$ cat src/rtl/rom_burst_reader.sv
// Burst read sequencer for a registered-output ROM: walks a wrapping address range,
// one ROM enable per word, and hands each word to a consumer over valid/ready.
module rom_burst_reader #(
  parameter int AW = 3,
  parameter int DW = 8
) (
  input  logic          clk,
  input  logic          rst_n,
  input  logic          start,
  input  logic [AW-1:0] base_addr,
  input  logic [AW:0]   length,
  output logic          busy,
  output logic          done,
  output logic [AW-1:0] rom_addr,
  output logic          rom_en,
  input  logic [DW-1:0] rom_data,
  output logic [DW-1:0] out_data,
  output logic          out_valid,
  input  logic          out_ready
);

  typedef enum logic [1:0] {
    IDLE,
    REQ,
    LAT,
    OUT
  } state_t;

  state_t        state;
  state_t        state_next;
  logic [AW-1:0] addr_q;
  logic [AW:0]   remaining_q;
  logic [DW-1:0] data_q;
  logic          valid_q;
  logic          done_q;
  logic          handshake;
  logic          last_word;

  assign handshake = (state == OUT) && valid_q && out_ready;
  assign last_word = (remaining_q == (AW+1)'(1));

  always_ff @(posedge clk or negedge rst_n) begin
    if (!rst_n) begin
      state <= IDLE;
    end else begin
      state <= state_next;
    end
  end

  always_comb begin
    state_next = state;
    case (state)
      IDLE: if (start && (length != '0)) state_next = REQ;
      REQ:  state_next = LAT;
      LAT:  state_next = OUT;
      OUT:  if (handshake) state_next = last_word ? IDLE : REQ;
      default: state_next = IDLE;
    endcase
  end

  // done is registered so it lands in the IDLE cycle after the completing event.
  always_ff @(posedge clk or negedge rst_n) begin
    if (!rst_n) begin
      addr_q      <= '0;
      remaining_q <= '0;
      data_q      <= '0;
      valid_q     <= 1'b0;
      done_q      <= 1'b0;
    end else begin
      done_q <= 1'b0;
      case (state)
        IDLE: begin
          if (start) begin
            if (length != '0) begin
              addr_q      <= base_addr;
              remaining_q <= length;
            end else begin
              done_q <= 1'b1;
            end
          end
        end
        LAT: begin
          data_q  <= rom_data;
          valid_q <= 1'b1;
        end
        OUT: begin
          if (handshake) begin
            valid_q <= 1'b0;
            if (last_word) begin
              done_q <= 1'b1;
            end else begin
              addr_q      <= addr_q + AW'(1);
              remaining_q <= remaining_q - (AW+1)'(1);
            end
          end
        end
        default: ;
      endcase
    end
  end

  assign busy      = (state != IDLE);
  assign done      = done_q;
  assign rom_en    = (state == REQ);
  assign rom_addr  = addr_q;
  assign out_data  = data_q;
  assign out_valid = valid_q;

endmodule

$ cat config.mk
export PLATFORM = sky130hd
export DESIGN_NAME = rom_burst_reader
export DESIGN_NICKNAME = d
export VERILOG_FILES = /design/src/rtl/rom_burst_reader.sv
export SDC_FILE = /design/constraint.sdc
export NUM_CORES = 1
export LEC_CHECK = 0
export BUFFER_PORTS_ARGS = -buffer_cell sky130_fd_sc_hd__buf_2
export CORE_MARGIN = 1.5
export CORE_UTILIZATION = 45
export DETAILED_ROUTE_END_ITERATION = 8
export PLACE_DENSITY = 0.75
export SKIP_CTS_REPAIR_TIMING = 1
export SLEW_MARGIN = 40
export SYNTH_ARGS = -nofsm -noshare
export SYNTH_HDL_FRONTEND = slang
export SYNTH_SLANG_ARGS = --single-unit
$ cat constraint.sdc
create_clock -name clk -period 2 [get_ports clk]
set_clock_uncertainty 0.2 [all_clocks]
set_input_delay 0.2 -clock clk [delete_from_list [all_inputs] [get_ports clk]]
set_output_delay 0.2 -clock clk [all_outputs]
set_load 0.01 [all_outputs]
# Yosys cells after proc, flatten, opt, wreduce, memory -nomap -nowiden
# Index checks and enable logic that the tools add are counted.
[classes] add_sub_neg=2 mul=0 div=0 magnitude_cmp=0 eq_ne=9 shifts=0 muxes=21 n_bitwise=0 n_reduce_logical=11
[op_table] operator="$mux 4" count=4
[op_table] operator="$mux 3" count=4
[op_table] operator="$ne 2x2->1 const B" count=5
[op_table] operator="$pmux 2 s4" count=1
[op_table] operator="$pmux 4 s2" count=1
[op_table] operator="$mux 1" count=6
[op_table] operator="$pmux 3 s2" count=1
[op_table] operator="$reduce_bool 2->1" count=3
[op_table] operator="$reduce_and 5->1" count=1
[op_table] operator="$eq 2x2->1 const B" count=2
[op_table] operator="$eq 4x1->1 const B" count=1
[op_table] operator="$mux 2" count=2
[op_table] operator="$pmux 1 s2" count=2
[op_table] operator="$reduce_and 2->1" count=2
[op_table] operator="$reduce_bool 4->1" count=1
[op_table] operator="$sub 4x1->4 const B" count=1
[op_table] operator="$add 3x1->3 const B" count=1
[op_table] operator="$logic_and 1x1->1" count=3
[op_table] operator="$eq 2x1->1 const B" count=1
[op_table] operator="$logic_not 2->1" count=1
[word_totals] ff_bits=19 latchBits=0 ram_bits=0 romBits=0 elab_cells=49 n_memories=0

# Logic depth before layout (Yosys ltp)
[depth] depth_word=5 ltp_mapped=6 mapped_depth_nobuf=6

# Worst setup path before layout
# OpenSTA, ideal clock, no wires.
[synth_path] kind="register to register" from="register state[0]" to="register remaining_q[2]" arrival_time_ns=1.848 required_ns=1.675 setup_slack_ns=-0.173 stages_incl_launch_ff=7 n_path_buf=0 cell_sequence="dfrtp_1 inv_1 ha_1 or4b_4 o211ai_4 a211oi_4 mux2_4"
[synth_between] elab_chain_cells=5 word_cells_on_any_way=11
[synth_rtl] item="from (decl)" line="29" rtl="state_t state;"
[synth_rtl] item="from (signal assigned)" line="46" rtl="state <= state_next;"
[synth_rtl] item="$eq 2x2->1" line="39, 71"
[synth_rtl] item="$logic_and 1x1->1 (2 in series)" line="39" rtl="assign handshake = (state == OUT) && valid_q && out_ready;"
[synth_rtl] item="$ne 2x2->1 (no line)"
[synth_rtl] item="$reduce_and 5->1 (no line)"
[synth_rtl] item="to (signal assigned)" line="76" rtl="remaining_q <= length;"
[synth_rtl] item="to (signal assigned)" line="93" rtl="remaining_q <= remaining_q - (AW+1)'(1);"
[synth_rtl] item="to (decl)" line="32" rtl="logic [AW:0] remaining_q;"
# Parallel ways exist; a longest one is shown, timed or not.
# A chain may end at the register's enable or synchronous reset.

# Worst setup path in the final report
[layout_path] from="register state[1]" to="register remaining_q[3]"
# The elaborated chain is that of the path after synthesis.

==> results.sh <==
export IMPL_first_iter_violations=6
export IMPL_drc_errors=0
export IMPL_crit_type="reg2reg"
export IMPL_cap_violations=0
export IMPL_ys_async_sr_fraction_pct=100
export IMPL_grt_max_degree=20
export IMPL_vias_per_cell=4.89
export IMPL_num_vias=841
export IMPL_crit_chain="inv_2 -> ha_4 -> or4b_4 -> o211ai_4 -> a211oi_4 -> buf_6 -> mux2_4"
export IMPL_whs_ns=-0.00351
export IMPL_initial_utilization_pct=48.5
export IMPL_dieHeight_um=52.1
export IMPL_antenna_cells=0
export IMPL_synth_area_per_cell_um2=12.3
export IMPL_drtPass1Iterations=4
export IMPL_syn_to_final_growth_pct=37.9
export IMPL_status="finished, violations left"
export IMPL_cts_htree_levels=1
export IMPL_ys_ff_latch=19
export IMPL_root_buffer="clkbuf_4"
export IMPL_avgRoutedWirePerCell_um=13.2
export IMPL_final_cells=172
export IMPL_cp_start_kind="register"
export IMPL_synth_edf_count=0
export IMPL_cp_max_fo=5
export IMPL_cpPeakStageDelay_ns=0.47
export IMPL_grt_setup_unrepaired="true"
export IMPL_netlist_area_mm2=0.00108
export IMPL_hold_path_class="in2reg"
export IMPL_syn_instance_count=88
export IMPL_layout_commonest_cell="buf_2"
export IMPL_antenna_found_initial=0
export IMPL_ir_worst_vdd_mv=1.05
export IMPL_routed_wl_mm=2.27
export IMPL_hold_violations=1
export IMPL_core_mm2=0.00223
export IMPL_cts_buffer_depth=2
export IMPL_grt_pass1_wl_mm=3.48
export IMPL_grtUsageTotal_pct=17.9
export IMPL_max_freq_ghz=0.471
export IMPL_portBuffers=33
export IMPL_cts_tree="yes"
export IMPL_fin_crit_ns=2.12
export IMPL_numPlacedInstances=155
export IMPL_setup_violations=6
export IMPL_critPathRequiredTime_ns=1.99
export IMPL_finalSetupTns_ns=-0.545
export IMPL_slew_limit_headroom_pct=72.1
export IMPL_cp_slowest_cell="or4b_4"
export IMPL_final_util_pct=66.9
export IMPL_clkSinkCount=19
export IMPL_die_width_um=52.1
export IMPL_grt_pass1_vias=805
export IMPL_final_max_slew_viol_count=0
export IMPL_final_cell_mix="buf_2 (33), dfrtp_1 (19), mux2_2 (11), buf_4 (11), dlygate4sd3_1 (10)"
export IMPL_path_buf_inv=2
export IMPL_dieArea_mm2=0.00271
export IMPL_grt_ovfl_total=0
export IMPL_worstMarginPinSlew_ns=0.419
export IMPL_seq_area_frac_synth_pct=43.9
export IMPL_dp_hpwl_mm=1.76
export IMPL_yosys_warnings=0
export IMPL_syn_nets=115
export IMPL_nets=172
export IMPL_clock_latency_ns=0.29
export IMPL_p_leak_nw=0.727
export IMPL_fin_crit_sh_pct=106
export IMPL_cp_arrival_ns=2.11
export IMPL_cts_buffers=3
export IMPL_critPathCaptureType="register"
export IMPL_total_power_w=0.00241
export IMPL_synth_area_leader_cell="dfrtp_1"
export IMPL_drive_gt1_share_pct=49.3
export IMPL_fin_ws_ns=-0.122
export IMPL_cts_clk_slew_worst_paths_ns=0.10
export IMPL_synth_cell_types=28
export IMPL_power_density_mw_per_mm2=1610
export IMPL_ant_nets=0
export IMPL_globalplace_congestion=0.782
export IMPL_violations="negative hold slack, negative setup slack"
export IMPL_netlist_area_leader_share_pct=43.9
export IMPL_synth_area_leaders="dfrtp_1 (44%), mux2_2 (11%), ha_1 (9.2%), mux2_4 (5.5%), mux2i_1 (2.8%)"
export IMPL_rows=17
export IMPL_ios=34
export IMPL_synth_ff_type="dfrtp_1"
export IMPL_critPathTopFamily="simple AND/OR/NAND/NOR gates"
-- registers in the layout, indices dropped and copies added, names as in the netlist --
register	flops
state	2
out_data	8
remaining_q	4
rom_addr	3
done	1
out_valid	1
-- report_power, final --
part	internal, W	switching [W]	leakage, nW
Sequential	0.000581	0.000137	0.222
Combinational	0.000841	0.000658	0.490
Clock	0.0000776	0.000111	0.0150
Total	0.00150	0.000906	0.727
-- path summary, 6_finish.rpt --
kind                            cells past startpoint             end          from  slack (ns)
worst max-delay path                                7  remaining_q[3]      state[1]       -0.12
worst min-delay path                                3     rom_addr[0]  base_addr[0]      -0.004
worst max register to register                      7  remaining_q[3]      state[1]       -0.12
worst min register to register                      1     out_data[1]   out_data[1]        0.32
max in group asynchronous                           2        state[0]         rst_n        1.14
min in group asynchronous                           2     out_data[1]         rst_n        0.16
-- per-stage QoR --
stage,cell area (um2),setup slack (ns)
3_5_place_dp,1340,-0.0890
3_3_place_gp,1340,-0.0792
5_1_grt,1490,-0.184
2_1_floorplan,1100,-0.112
4_1_cts,1370,-0.118
6_report,1490,-0.122
-- logic make-up (layout without fill, tap and decap cells) --
kind of cell / count (synthesis) / in the layout / synth area share (%)
buf+inv: 10 / 66 / 4.50
flops: 19 / 19 / 43.9
fa+ha+maj: 8 / 8 / 9.24
mux: 18 / 18 / 19.7
xor+xnor: 3 / 3 / 2.43
compound gates: 13 / 13 / 10.4
simple gates: 17 / 17 / 9.82
-- area by class of cell --
type,count,area [um2]
clock buffers,4,26.3
multi-input cells,59,572
flip-flops and latches,19,475
repair buffers,55,359
inverters,7,26.3
fillers,177,739
well taps,28,35.0
-- worst min-delay path, stage by stage --
cell     delay, ns
buf_2         0.08
mux2i_1       0.05
mux2i_1       0.12
-- synthesized netlist by cell type (all sizes together), types with 2 or more instances --
master and number:
a21oi 4, buf 2, dfrtp 19, ha 8
inv 7, mux2 15, mux2i 3, nand2 2
nor2 6, nor3 3, o31ai 2, xnor2 3
-- metal layers --
metal / vias to the layer above / GRT usage [%] / part of all wire (%)
li1: 416 / - / -
met5: - / 0 / 0
met1: 391 / 21.9 / 45
met3: 4 / 2.87 / 4.9
met2: 30 / 31.4 / 49
met4: 0 / 6.58 / 1.1
Power figures use the tool's default switching activity.
